## src/rtl/pe2_sched.sv

```systemverilog
// rtl/pe2_sched.sv - PE2 stage/butterfly sequencer: mode pins, pair issue, latency-matched write-back
module pe2_sched #(
  parameter int PAIRS     = 128,
  parameter int STAGES_K  = 7,
  parameter int STAGES_D  = 8,
  parameter int LAT_NTT   = 1,
  parameter int LAT_KINTT = 2,
  parameter int LAT_DINTT = 8,
  parameter int IW        = (PAIRS > 1) ? $clog2(PAIRS) : 1
) (
  input  logic          clk,
  input  logic          rst,
  input  logic          start,
  input  logic [1:0]    op,
  input  logic          stall,
  output logic          KD_mode,
  output logic          sel_0,
  output logic          sel_1,
  output logic          rd_valid,
  output logic [IW-1:0] rd_idx,
  output logic [3:0]    stage,
  output logic          wb_valid,
  output logic [IW-1:0] wb_idx,
  output logic          busy,
  output logic          done
);

  localparam int LW = $clog2(LAT_DINTT + 1);

  typedef enum logic [1:0] {S_IDLE, S_ISSUE, S_DRAIN, S_DONE} state_t;

  state_t          state_q, state_d;
  logic [IW-1:0]   idx_q, idx_d;
  logic [3:0]      stage_q, stage_d;
  logic [1:0]      op_q;
  logic            kd_q, s0_q, s1_q;
  logic [LAT_DINTT-1:0] dlv_q;
  logic [IW-1:0]   dli_q [LAT_DINTT];

  logic            accept;
  logic            pending;
  logic [LW-1:0]   lat;
  logic [3:0]      last_stage;
  logic            wb_v;
  logic [IW-1:0]   wb_i;

  always_comb begin
    lat = op_q[0] ? (op_q[1] ? LW'(LAT_DINTT) : LW'(LAT_KINTT)) : LW'(LAT_NTT);
    last_stage = op_q[1] ? 4'(STAGES_D - 1) : 4'(STAGES_K - 1);
  end

  // Only slots younger than the tap matter; older entries never reach wb.
  always_comb begin
    pending = 1'b0;
    wb_v    = 1'b0;
    wb_i    = '0;
    for (int i = 0; i < LAT_DINTT; i++) begin
      if (LW'(i) < lat) pending = pending | dlv_q[i];
      if (LW'(i + 1) == lat) begin
        wb_v = dlv_q[i];
        wb_i = dli_q[i];
      end
    end
  end

  always_comb begin
    state_d  = state_q;
    idx_d    = idx_q;
    stage_d  = stage_q;
    accept   = 1'b0;
    rd_valid = 1'b0;
    busy     = 1'b0;
    done     = 1'b0;
    case (state_q)
      S_IDLE: begin
        if (start) begin
          accept  = 1'b1;
          idx_d   = '0;
          stage_d = '0;
          state_d = S_ISSUE;
        end
      end
      S_ISSUE: begin
        busy = 1'b1;
        if (!stall) begin
          rd_valid = 1'b1;
          if (idx_q == IW'(PAIRS - 1)) begin
            idx_d   = '0;
            state_d = S_DRAIN;
          end else begin
            idx_d = idx_q + 1'b1;
          end
        end
      end
      S_DRAIN: begin
        busy = 1'b1;
        if (!pending) begin
          if (stage_q < last_stage) begin
            stage_d = stage_q + 4'd1;
            state_d = S_ISSUE;
          end else begin
            state_d = S_DONE;
          end
        end
      end
      S_DONE: begin
        done    = 1'b1;
        stage_d = '0;
        state_d = S_IDLE;
      end
      default: state_d = S_IDLE;
    endcase
  end

  always_ff @(posedge clk) begin
    if (rst) begin
      state_q <= S_IDLE;
      idx_q   <= '0;
      stage_q <= '0;
      op_q    <= '0;
      kd_q    <= 1'b0;
      s0_q    <= 1'b0;
      s1_q    <= 1'b0;
      dlv_q   <= '0;
      for (int i = 0; i < LAT_DINTT; i++) dli_q[i] <= '0;
    end else begin
      state_q <= state_d;
      idx_q   <= idx_d;
      stage_q <= stage_d;
      if (accept) begin
        op_q <= op;
        kd_q <= op[1];
        s0_q <= ~op[1] & ~op[0];
        s1_q <= op[0];
      end
      // Flush leftovers of a previous op so a longer tap cannot pick them up.
      for (int i = LAT_DINTT - 1; i > 0; i--) begin
        dlv_q[i] <= accept ? 1'b0 : dlv_q[i-1];
        dli_q[i] <= dli_q[i-1];
      end
      dlv_q[0] <= rd_valid;
      dli_q[0] <= idx_q;
    end
  end

  assign KD_mode  = kd_q;
  assign sel_0    = s0_q;
  assign sel_1    = s1_q;
  assign rd_idx   = idx_q;
  assign stage    = stage_q;
  assign wb_valid = wb_v;
  assign wb_idx   = wb_i;

endmodule

```

## config.mk

```make
export PLATFORM = sky130hd
export DESIGN_NAME = pe2_sched
export DESIGN_NICKNAME = d
export VERILOG_FILES = /design/src/rtl/pe2_sched.sv
export SDC_FILE = /design/constraint.sdc
export NUM_CORES = 1
export LEC_CHECK = 0
export CAP_MARGIN = 20
export CORE_ASPECT_RATIO = 0.9
export CORE_UTILIZATION = 30
export CTS_BUF_LIST = sky130_fd_sc_hd__clkbuf_4
export DETAILED_ROUTE_END_ITERATION = 8
export PLACE_DENSITY = 0.48
export SLEW_MARGIN = 20
export SYNTH_ARGS = -nofsm -noshare
export SYNTH_HDL_FRONTEND = slang
export SYNTH_SLANG_ARGS = --single-unit
```

## constraint.sdc

```tcl
create_clock -name clk -period 5.45 [get_ports clk]
set_input_delay 1.09 -clock clk [delete_from_list [all_inputs] [get_ports clk]]
set_output_delay 1.09 -clock clk [all_outputs]
set_load 0.02 [all_outputs]
```

Word level (Yosys, flattened, before mapping)
Memories as Yosys holds them, arrays and structs flattened. Index checks and enable logic that the tools add are counted. Widths: inputs -> output; s select.

Register bits: 26. Memory bits (writable): 56. Bits of input ports: 6. Logic and storage cells: 122. Memories kept: 1.

Add/subtract/negate cells: 2. $lt $le $gt $ge: 9. Equality and inequality tests: 17. Multiplexer cells: 58. Bitwise gates (word level): 18. Reduce and logical (&&, ||, !) cells: 8.

Memory list: dli_q (words 8, width 7, read ports 8, clocked after memory_dff 0, write ports 8, RTL line 38) `logic [IW-1:0] dli_q [LAT_DINTT];`.

Operator list (count): $mux 7 (19); $mux 1 (26); $mux 4 (5); $eq 3x4->1 const A (4); $lt 3x4->1 const A (4); $or 1x1->1 (15); $pmux 7 s2 (1); $pmux 4 s3 (1); $mux 2 (5); $ne 2x2->1 const B (5); $eq 2x4->1 const A (2); $lt 1x4->1 const A (2); $lt 2x4->1 const A (2); $pmux 2 s4 (1); $reduce_and 4->1 (2); $add 7x1->7 const B (1); $eq 7x7->1 const B (1); $add 4x1->4 const B (1); $eq 1x4->1 const A (1); $eq 2x2->1 const B (2); $eq 4x4->1 const A (1); $lt 4x3->1 (1); $reduce_or 2->1 (2); $reduce_and 3->1 (1); 6 further kinds (7).

Logic depth before layout (Yosys ltp)
Gate-level depths: netlist (run 1).

Depth in word-level cells: 20. Mapped depth: 8. Mapped depth without buffers: 7.

Worst setup path after synthesis (run 1)
Ideal clock, no wire load.

Kind: register to output. Start point: register op_q[0]. End point: output wb_idx[1]. Arrival: 1.443 ns. Path slack: 2.917 ns. Cell stages (with the launch flop): 5. Buffers on the path: 2. Cells stage by stage: dfxtp_1 clkbuf_1 clkbuf_1 nor2_1 a21oi_1.

Longest elaborated chain between the ends: 10. Elaborated cells on any way between the ends: 17.

RTL lines: start: declaration (RTL line 35) `logic [1:0] op_q;`; start signal: assignment (RTL line 131) `op_q <= op;`; $mux 4 (*) (RTL line 48) `lat = op_q[0] ? (op_q[1] ? LW'(LAT_DINTT) : LW'(LAT_KINTT)) : LW'(LAT_NTT);`; $eq 1x4->1 (RTL line 59) `if (LW'(i + 1) == lat) begin`; $mux 7 (7 in a row) (RTL line 59); $mux 7 (*) (RTL line 59); end: declaration (RTL line 23) `output logic [IW-1:0] wb_idx,`.

Mark *: on every way between the ends. The rest lies on a longest branch, timed or not.

Worst setup path in the final report (run 1)
Start point: input stall. End point: output rd_valid.

Longest elaborated chain between the ends: 2.

RTL lines: start: declaration (RTL line 15) `input logic stall,`; $mux 1 (RTL line 85) `if (!stall) begin`; $mux 1 (RTL line 74) `case (state_q)`; end: declaration (RTL line 19) `output logic rd_valid,`.

No other way between the ends.

==> reports/results.tsv, run 1 <==
stage	metric	value	unit
run_status	status	complete, no violations	
clock_network	Max Buffers Root-to-Sink	2	
die	Placeable Area	9130	µm²
routing	Routed WL per cell	11.6	µm
synthesis	Mapped Cells	277	
routing	final antenna-violating net count	0	
cells_and_area	FF/Latch Area	1600	µm²
sta	setup violators final	0	
synthesis	Yosys cell types	37	
cells_and_area	Area growth syn-to-layout	18.3	%
routing	DRT Wirelength	5020	µm
power	Power Total	1.24	mW
cells_and_area	diode count	0	
power	VDD IR-drop max	0.178	mV
global_route	first-pass GRT wire length	8340	µm
critical_path	worst setup path class	in -> out	
cells_and_area	final-layout fill cell count	933	
cells_and_area	share of layout cells above drive strength 1	7.10	%
global_route	initial antenna violation count	0	
sta	worst-margin pin slew	754	ps
critical_path	Worst EP required	4360	ps
clock_network	Clock Sink Count	80	
synthesis	post-synthesis sequential area ratio	56.7	%
die	die area	9810	µm²
power	PwrDens	371	nW/µm²
clock_network	CTS tree	built	
sta	final worst slack	2080	ps
flow_run	maxcap violations	0	
global_route	vias in the first global route	1753	
synthesis	Synth warnings	0	
critical_path	slowest stage delay, CP	610	ps
global_route	GR Overflow Total	0	
global_route	largest net degree at the start of global routing	75	
critical_path	CP endpoint kind	output pin	
synthesis	Post-Syn Nets	290	
critical_path	slowest CP cell	clkdlybuf4s50_1	
cells_and_area	most frequent cells in the layout	80 x dfxtp_1, 60 x nor2b_1, 29 x clkdlybuf4s50_1, 17 x nor2_1, 17 x a21oi_1	
synthesis	Synth async-reset ratio	0	%
placed_design	Final GP Congestion	0.791	
routing	routed vias/inst	4.28	
die	# IOs	31	
cells_and_area	Core Util, Final	36.7	%
synthesis	Post-synth EDFFs	0	
synthesis	#FFs+latches synth	80	
die	Core Rows	33	
die	Die X	104	µm
routing	DRT Pass-1 Iters	4	
power	P_leak	1.23	nW
placed_design	Setup WS pre-CTS	2090	ps
global_route	GRT Util Overall	10.9	%
routing	via count	1847	
cells_and_area	nets	318	
critical_path	CP startpoint kind	input port	
clock_network	PostCTS Resize Cnt	0	
sta	Relative slew margins	49.6	%
clock_network	clock tree root buffer cell	clkbuf_4	
placed_design	post-detail-place hpwl	3170	µm
critical_path	worst path cell trace	clkdlybuf4s50_1 > nor2_1 > clkdlybuf4s50_1	
sta	RSZ-0062 raised after global routing	no	
clock_network	postcts setup bufs	0	
sta	Period minus WS final	3370	ps
sta	f_max	297	MHz
routing	# DRC	0	
synthesis	syn avg cell area	10.2	µm²
sta	total negative slack	0	ps
cells_and_area	most common cell after layout, fill and taps aside	dfxtp_1	
critical_path	crit-path max FO	4	
clock_network	CTS Buf Count	9	
clock_network	htree depth	3	
routing	Starting DRT DRC Count	102	
placed_design	Port Buf Inserts	30	
synthesis	Post-Syn Area	2830	µm²
critical_path	Top cell by count, worst path	clkdlybuf4s50_1	
die	Initial Utilization	31.0	%
min_path	Hold Path Class	reg -> reg	
cells_and_area	Multi-input gate area	1160	µm²
clock_network	clk_lat worst skew	410	ps
sta	final hold vios	0	
sta	clock skew	11.7	ps
critical_path	CP arrival	2280	ps
sta	Slew Limit Fails	0	
clock_network	hold_buf cts	0	
die	Die Y	94.1	µm
clock_network	clock-pin slew on the worst setup and hold paths	120	ps
sta	fin crit share	61.8	%
synthesis	top_reg_cell synth	dfxtp_1	
worst max-delay path: cells and delay by family:
family,cells,cell delay [ps]
AND/OR/NAND/NOR,1,110
buffers and inverters,2,1080
logic make-up after synthesis:
kind of cell / count (synthesis) / synth area share (%)
XOR/XNOR: 1 / 0.310
buffers and inverters: 18 / 2.43
multiplexers: 8 / 2.83
AND/OR/NAND/NOR: 122 / 25.1
flip-flops: 80 / 56.7
AO/OA/AOI/OAI: 41 / 9.61
adder cells (fa/ha/maj): 7 / 3.10
flip-flops by register name, indices dropped and copies added (netlist names):
| register | count |
|---|---|
| dlv_q | 8 |
| state_q | 2 |
| op_q | 2 |
| rd_idx | 7 |
| stage | 4 |
| sel_0 | 1 |
| dli_q | 56 |
path summary, 6_finish.rpt:
| check | startpoint | end | slack (ps) | cells after the start |
|---|---|---|---|---|
| worst max-delay path | stall | rd_valid | 2080 | 3 |
| worst min-delay path | dli_q[1][9] | dli_q[1][16] | 450 | 1 |
| worst max register to register | state_q[0] | rd_idx[4] | 3260 | 6 |
| worst min register to register | dli_q[1][9] | dli_q[1][16] | 450 | 1 |
cell usage after synthesis (2+ instances only):
library cell	count	area (µm²)
a211oi_1	2	15.0
a21oi_1	17	85.1
a31oi_1	3	18.8
and2_1	6	37.5
and3_1	2	12.5
clkbuf_1	13	48.8
dfxtp_1	80	1600
ha_1	7	87.6
inv_1	4	15.0
mux2i_1	8	80.1
nand2_1	13	48.8
nand3_1	5	25.0
nand3b_1	2	15.0
nand4b_1	2	17.5
nor2_1	17	63.8
nor2b_1	60	375
nor3_1	4	20.0
nor3b_1	3	22.5
o211ai_1	2	15.0
o21a_1	2	15.0
o21ai_0	7	35.0
o31ai_1	3	22.5
where the power goes:
part,internal [mW],switching [mW],total [mW]
sequential,0.603,0.0305,0.634
combinational,0.123,0.191,0.315
clock,0.0926,0.201,0.293
per-layer routing:
metal  vias up  part of all wire [%]  global-route usage, %
met2        34                    40                   15.7
met3         6                   3.5                   4.16
li1        984                     -                      -
met5         -                     0                      0
met4         0                   1.3                   3.93
met1       823                    55                   14.6
cell type report:
class,instances,area share [%]
clock buffers,9,2.02
clock inverters,7,1.46
inverters,4,0.449
multi-input cells,179,34.6
flip-flops and latches,80,47.9
well taps,122,4.56
repair buffers,31,9.05
per-stage QoR:
step | hold WS (ps) | cells | instance area (µm²)
floorplan | 414 | 277 | 2830
detailed placement | 424 | 416 | 3230
global route | 457 | 432 | 3340
CTS | 450 | 432 | 3340
finish | 445 | 432 | 3340
global placement | 416 | 416 | 3230
No activity file was read; power rests on OpenSTA's default activity.
==> run 2, diff against run 1 <==
Clock period 5.45 ns to 3.2 ns, I/O delays scaled along.
==> run 2 against run 1 <==
Final cell count grew 0.46%. Critical endpoint is now wb_idx[6]. Power grew 78%. Largest power group unchanged. Core utilization grew 0.42 points. Sequential power grew 70%. Non-clock buffer count grew 2. Via count grew 3.5%. Highest routed layer unchanged. Global-route usage grew 0.74 points. Clock-buffer cell count is the same.
==> reports/results.tsv, run 2 (synthesized netlist as in run 1, its figures left out) <==
stage	metric	value	unit	change
run_status	status	complete, no violations		
clock_network	CTS Buf Count	9		unchanged
min_path	Hold Startpoint	dli_q[0][18]		
routing	final antenna-violating net count	0		unchanged
critical_path	slowest stage delay, CP	730	ps	+120 ps
power	sw frac	32.9	%	-1.2 points
sta	fin crit share	86.8	%	
flow_run	maxcap violations	0		unchanged
sta	Relative slew margins	59.1	%	+9.5 points
global_route	largest net degree at the start of global routing	63		-16%
placed_design	Port Buf Inserts	30		unchanged
clock_network	clk_lat worst skew	420	ps	about the same
clock_network	CTS tree	built		
placed_design	post-detail-place hpwl	3350	µm	+5.4%
sta	total negative slack	0	ps	unchanged
critical_path	reg-to-reg critical path startpoint	state_q[0]		
clock_network	postcts setup bufs	0		unchanged
routing	# DRC	0		unchanged
critical_path	R2R cell count	6		unchanged
power	Power Total	2.21	mW	+78%
placed_design	Final GP Congestion	0.864		+9.3%
cells_and_area	largest reg by FF count	dli_q		
cells_and_area	most frequent cells in the layout	80 x dfxtp_1, 60 x nor2b_1, 29 x clkdlybuf4s50_1, 17 x nor2_1, 17 x a21oi_1		
cells_and_area	Layout Cells excl Fill	434		+0.46%
cells_and_area	final-layout fill cell count	916		-1.8%
global_route	initial antenna violation count	0		unchanged
power	combinational power share	24.5	%	-0.9 points
die	Die Y	94.1	µm	unchanged
routing	DRT Wirelength	5220	µm	+4.1%
power	NetSw	725	µW	+72%
critical_path	slowest CP cell	dfxtp_1		
critical_path	Worst R2R Setup Slack	1090	ps	-2170 ps
cells_and_area	share of layout cells above drive strength 1	7.69	%	+0.60 points
clock_network	clock-pin slew on the worst setup and hold paths	130	ps	about the same
routing	Starting DRT DRC Count	79		-23%
critical_path	worst setup path class	reg -> out		
critical_path	CP arrival	2140	ps	-140 ps
placed_design	Inst Count DP	418		+0.48%
min_path	end of the worst hold path	dli_q[0][25]		
die	Die X	104	µm	unchanged
sta	worst-margin pin slew	612	ps	-142 ps
sta	final worst slack	424	ps	-1660 ps
sta	setup violators final	0		unchanged
sta	Period minus WS final	2780	ps	
power	VDD IR-drop max	0.266	mV	+50%
sta	Slew Limit Fails	0		unchanged
critical_path	worst path cell trace	mux2i_1 > a21oi_1 > clkdlybuf4s50_1		
critical_path	reg2reg end	rd_idx[4]		
critical_path	CP startpoint kind	flip-flop		
clock_network	hold_buf cts	0		unchanged
power	clock network power share	26.7	%	+3.1 points
sta	clock skew	23.6	ps	+11.8 ps
cells_and_area	most common cell after layout, fill and taps aside	dfxtp_1		
die	Core Rows	33		unchanged
power	part of the power in registers	48.8	%	-2.2 points
power	PwrDens	652	nW/µm²	+76%
clock_network	htree depth	3		unchanged
sta	final hold vios	0		unchanged
routing	DRT Pass-1 Iters	4		unchanged
global_route	vias in the first global route	1817		+3.7%
routing	routed vias/inst	4.40		+3.0%
sta	RSZ-0062 raised after global routing	no		
clock_network	PostCTS Resize Cnt	0		unchanged
die	Placeable Area	9130	µm²	unchanged
min_path	hold path depth	1		unchanged
routing	Routed WL per cell	12.0	µm	+3.6%
global_route	GR Overflow Total	0		unchanged
die	# IOs	31		unchanged
cells_and_area	max reg flops	56		unchanged
global_route	first-pass GRT wire length	8850	µm	+6.1%
die	Initial Utilization	31.0	%	unchanged
clock_network	Max Buffers Root-to-Sink	2		unchanged
min_path	Hold Path Class	reg -> reg		
critical_path	crit-path max FO	11		+7
cells_and_area	nets	320		+0.63%
sta	WHS	441	ps	-4.00 ps
sta	f_max	360	MHz	
clock_network	clock tree root buffer cell	clkbuf_4		
power	P_leak	1.25	nW	+2.3%
global_route	GRT Util Overall	11.6	%	+0.74 points
placed_design	Setup WS pre-CTS	707	ps	-1390 ps
cells_and_area	diode count	0		unchanged
die	die area	9810	µm²	unchanged
clock_network	Clock Sink Count	80		unchanged
critical_path	Worst EP required	2560	ps	-1800 ps
cells_and_area	Area growth syn-to-layout	19.7	%	
critical_path	CP endpoint kind	output pin		
routing	via count	1911		+3.5%
power	P_int	1.48	mW	+81%
## run 2: changes by cell type in the layout (fill, tap and decap cells not counted), sizes merged
cell / delta
buf: +2
clkinvlp: -2
bufinv: +1
clkinv: +1
## run 2: worst max-delay path by stage
stage	from	endpoint	slack, ps	depth (start not counted)
finish	op_q[1]	wb_idx[6]	420	3
global route	op_q[1]	wb_idx[5]	210	3
CTS	op_q[1]	wb_idx[6]	350	3
detailed placement	start	rd_idx[4]	710	5
global placement	start	rd_idx[4]	730	5
floorplan	op_q[0]	wb_idx[1]	1120	4
## run 2: worst max-delay path: cells and delay by family, from the launching register on
family,cells,cell delay (ps)
AOI/OAI and AO/OA,1,220
buffers and inverters,1,640
DFF,1,730
muxes,1,150
## run 2: stage by stage
step	util (%)	instance area (µm²)
after detailed placement	35.5	3240
after global routing	37.1	3380
final	37.1	3380
after CTS	37.1	3380
after floorplan	-	2830
after global placement	35.5	3240
## run 2: power groups by stage
stage                     registers (mW)  clock network (mW)  logic (mW)
after floorplan                     1.09                   0       0.364
after global routing                1.08               0.661       0.598
final                               1.08               0.589       0.541
after global placement              1.10                   0       0.544
after CTS                           1.08               0.614       0.543
after detailed placement            1.10                   0       0.541
## run 2: final cells by class
class / count / area [µm²] / share of cell area (%)
sequential: 80 / 1600 / 47.3
multi-input combinational: 179 / 1160 / 34.2
timing repair buffer: 33 / 318 / 9.39
tap: 122 / 153 / 4.51
clock inverter: 7 / 72.6 / 2.14
clock buffer: 9 / 67.6 / 2.00
inverter: 4 / 15.0 / 0.444
## run 2: per-layer routing
layer	routed length [µm]	part of all wire [%]	global-route usage (%)
met5	0	0	0
met4	37	0.71	4.17
met3	238	4.6	4.44
met2	2200	42	16.4
met1	2750	53	15.9
==> run 3, diff against run 2 <==
Settings changed: CTS_BUF_LIST sky130_fd_sc_hd__clkbuf_4 to sky130_fd_sc_hd__clkbuf_4 sky130_fd_sc_hd__clkbuf_8 sky130_fd_sc_hd__clkbuf_16.
==> run 3 against run 2 <==
Final cell count unchanged. Combinational power about the same. Sequential share of layout area decreased by 0.91 points. Clock-buffer cell count increased by 1. Via count decreased by 0.16%. Critical path depth unchanged. Clock power increased by 28%. Register-to-register slack about the same. Clock skew decreased by 10 ps. Largest cell class unchanged.
==> reports/results.tsv, run 3 (synthesized netlist as in run 1, its figures left out) <==
stage	metric	value	unit	change
run_status	status	complete, no violations		
die	die area	9810	µm²	unchanged
critical_path	reg-to-reg critical path startpoint	state_q[0]		
critical_path	cell family with most CP delay	flip-flops		
routing	wire length on met2	2170	µm	-1.6%
critical_path	crit-path max FO	11		unchanged
routing	Routed WL per cell	12.1	µm	+0.92%
cells_and_area	largest reg by FF count	dli_q		
cells_and_area	Final Cell Area	3450	µm²	+2.0%
clock_network	CTS tree	built		
sta	total negative slack	0	ps	unchanged
cells_and_area	diode count	0		unchanged
clock_network	postcts setup bufs	0		unchanged
critical_path	CP startpoint kind	flip-flop		
routing	Met3 Wirelength	201	µm	-16%
flow_run	maxcap violations	0		unchanged
clock_network	Clock Sink Count	80		unchanged
placed_design	Inst Count DP	418		unchanged
critical_path	worst path cell trace	mux2i_1 > a21oi_1 > clkdlybuf4s50_1		
clock_network	clk_lat worst skew	350	ps	-70 ps
critical_path	Critical Path Stages	3		unchanged
critical_path	CP endpoint kind	output pin		
routing	DRT Pass-1 Iters	4		unchanged
power	PwrDens	688	nW/µm²	+5.5%
critical_path	CP bufs+invs	1		unchanged
cells_and_area	max reg flops	56		unchanged
cells_and_area	most frequent cells in the layout	80 x dfxtp_1, 60 x nor2b_1, 29 x clkdlybuf4s50_1, 17 x nor2_1, 17 x a21oi_1		
cells_and_area	Area growth syn-to-layout	22.0	%	
cells_and_area	Layout Cells excl Fill	434		unchanged
placed_design	Final GP Congestion	0.864		unchanged
sta	final hold vios	0		unchanged
critical_path	worst setup path class	reg -> out		
sta	worst-margin pin slew	626	ps	+14.1 ps
cells_and_area	most common cell after layout, fill and taps aside	dfxtp_1		
die	Die Y	94.1	µm	unchanged
critical_path	slowest stage delay, CP	720	ps	about the same
clock_network	Max Buffers Root-to-Sink	2		unchanged
placed_design	DP Area	3240	µm²	unchanged
sta	setup violators final	0		unchanged
routing	met1 wire length	2800	µm	+1.9%
critical_path	R2R cell count	6		unchanged
routing	via count	1908		-0.16%
sta	Slew Limit Fails	0		unchanged
routing	Starting DRT DRC Count	93		+18%
global_route	initial antenna violation count	0		unchanged
clock_network	hold_buf cts	0		unchanged
min_path	Hold Path Class	reg -> reg		
clock_network	clock-pin slew on the worst setup and hold paths	80	ps	-50 ps
power	P_leak	1.28	nW	+2.3%
global_route	GR Overflow Total	0		unchanged
critical_path	reg2reg end	rd_idx[4]		
clock_network	clock tree root buffer cell	clkbuf_8		
critical_path	CP endpoint	wb_idx[6]		
critical_path	CP arrival	2090	ps	-50 ps
critical_path	Worst EP required	2560	ps	about the same
global_route	GRT Util Overall	11.6	%	+0.015 points
sta	RSZ-0062 raised after global routing	no		
power	VDD IR-drop max	0.350	mV	+32%
clock_network	CTS Buf Count	9		unchanged
sta	f_max	366	MHz	+1.6%
die	Initial Utilization	31.0	%	unchanged
die	Die X	104	µm	unchanged
sta	Period minus WS final	2730	ps	-43.8 ps
clock_network	PostCTS Resize Cnt	0		unchanged
global_route	first-pass GRT wire length	8860	µm	about the same
sta	clock skew	13.6	ps	-10.0 ps
routing	DRT Wirelength	5270	µm	+0.92%
cells_and_area	share of layout cells above drive strength 1	8.01	%	+0.32 points
sta	fin crit share	85.4	%	-1.4 points
global_route	vias in the first global route	1814		-0.17%
routing	# DRC	0		unchanged
routing	routed vias/inst	4.40		-0.16%
cells_and_area	Core Util, Final	37.8	%	+0.73 points
routing	final antenna-violating net count	0		unchanged
die	Core Rows	33		unchanged
die	# IOs	31		unchanged
clock_network	htree depth	3		unchanged
global_route	largest net degree at the start of global routing	63		unchanged
die	Placeable Area	9130	µm²	unchanged
sta	Relative slew margins	58.2	%	-0.94 points
placed_design	post-detail-place hpwl	3350	µm	unchanged
routing	top layer in use	met4		
cells_and_area	nets	320		unchanged
critical_path	Worst R2R Setup Slack	1080	ps	about the same
placed_design	Port Buf Inserts	30		unchanged
critical_path	Crit. Startpoint	op_q[1]		
critical_path	slowest CP cell	dfxtp_1		
## run 3: cell types whose count changed in the layout (fill, tap and decap cells not counted), sizes merged
cell	delta
clkbuf	+1
clkinv	-1
## run 3: worst min path at each step
stage / start / endpoint / slack (ps) / cells after the start
global placement: dli_q[1][0] / dli_q[1][7] / 420 / 1
finish: dli_q[0][18] / dli_q[0][25] / 430 / 1
global route: dli_q[0][18] / dli_q[0][25] / 440 / 1
floorplan: dli_q[0][14] / dli_q[0][21] / 410 / 1
detailed placement: dli_q[1][11] / dli_q[1][18] / 420 / 1
CTS: dli_q[0][18] / dli_q[0][25] / 440 / 1
## run 3: metal layers
| layer | GRT usage (%) | up-vias |
|---|---|---|
| met3 | 3.61 | 10 |
| met1 | 15.9 | 872 |
| met5 | 0 | - |
| met2 | 16.4 | 44 |
| met4 | 5.60 | 0 |
| li1 | - | 982 |
## run 3: through the flow
| stage | total power [mW] | hold slack, ps | setup WS, ps |
|---|---|---|---|
| after floorplan | 1.45 | 414 | 1120 |
| after global placement | 1.64 | 416 | 728 |
| after detailed placement | 1.64 | 422 | 707 |
| after CTS | 2.40 | 437 | 442 |
| after global routing | 2.50 | 443 | 317 |
| final | 2.37 | 432 | 468 |
## run 3: final cells by class
type,count,area [µm²]
Fill cell,905,5680
Sequential cell,80,1600
Multi-Input combinational cell,179,1160
Timing Repair Buffer,33,318
Tap cell,122,153
Clock buffer,10,138
Clock inverter,6,68.8
Inverter,4,15.0
## run 3: report_power, final
part | switching (mW) | total, mW | internal (mW)
Clock | 0.371 | 0.755 | 0.384
Sequential | 0.0490 | 1.08 | 1.03
Combinational | 0.326 | 0.541 | 0.215
Total | 0.746 | 2.37 | 1.63
## run 3: worst reg2reg max path: cells and delay by family, from the launching register on
family,cells,cell delay (ps)
fa+ha+maj,1,320
flops,1,380
buf+inv,1,100
simple gates,2,820
compound gates,2,420
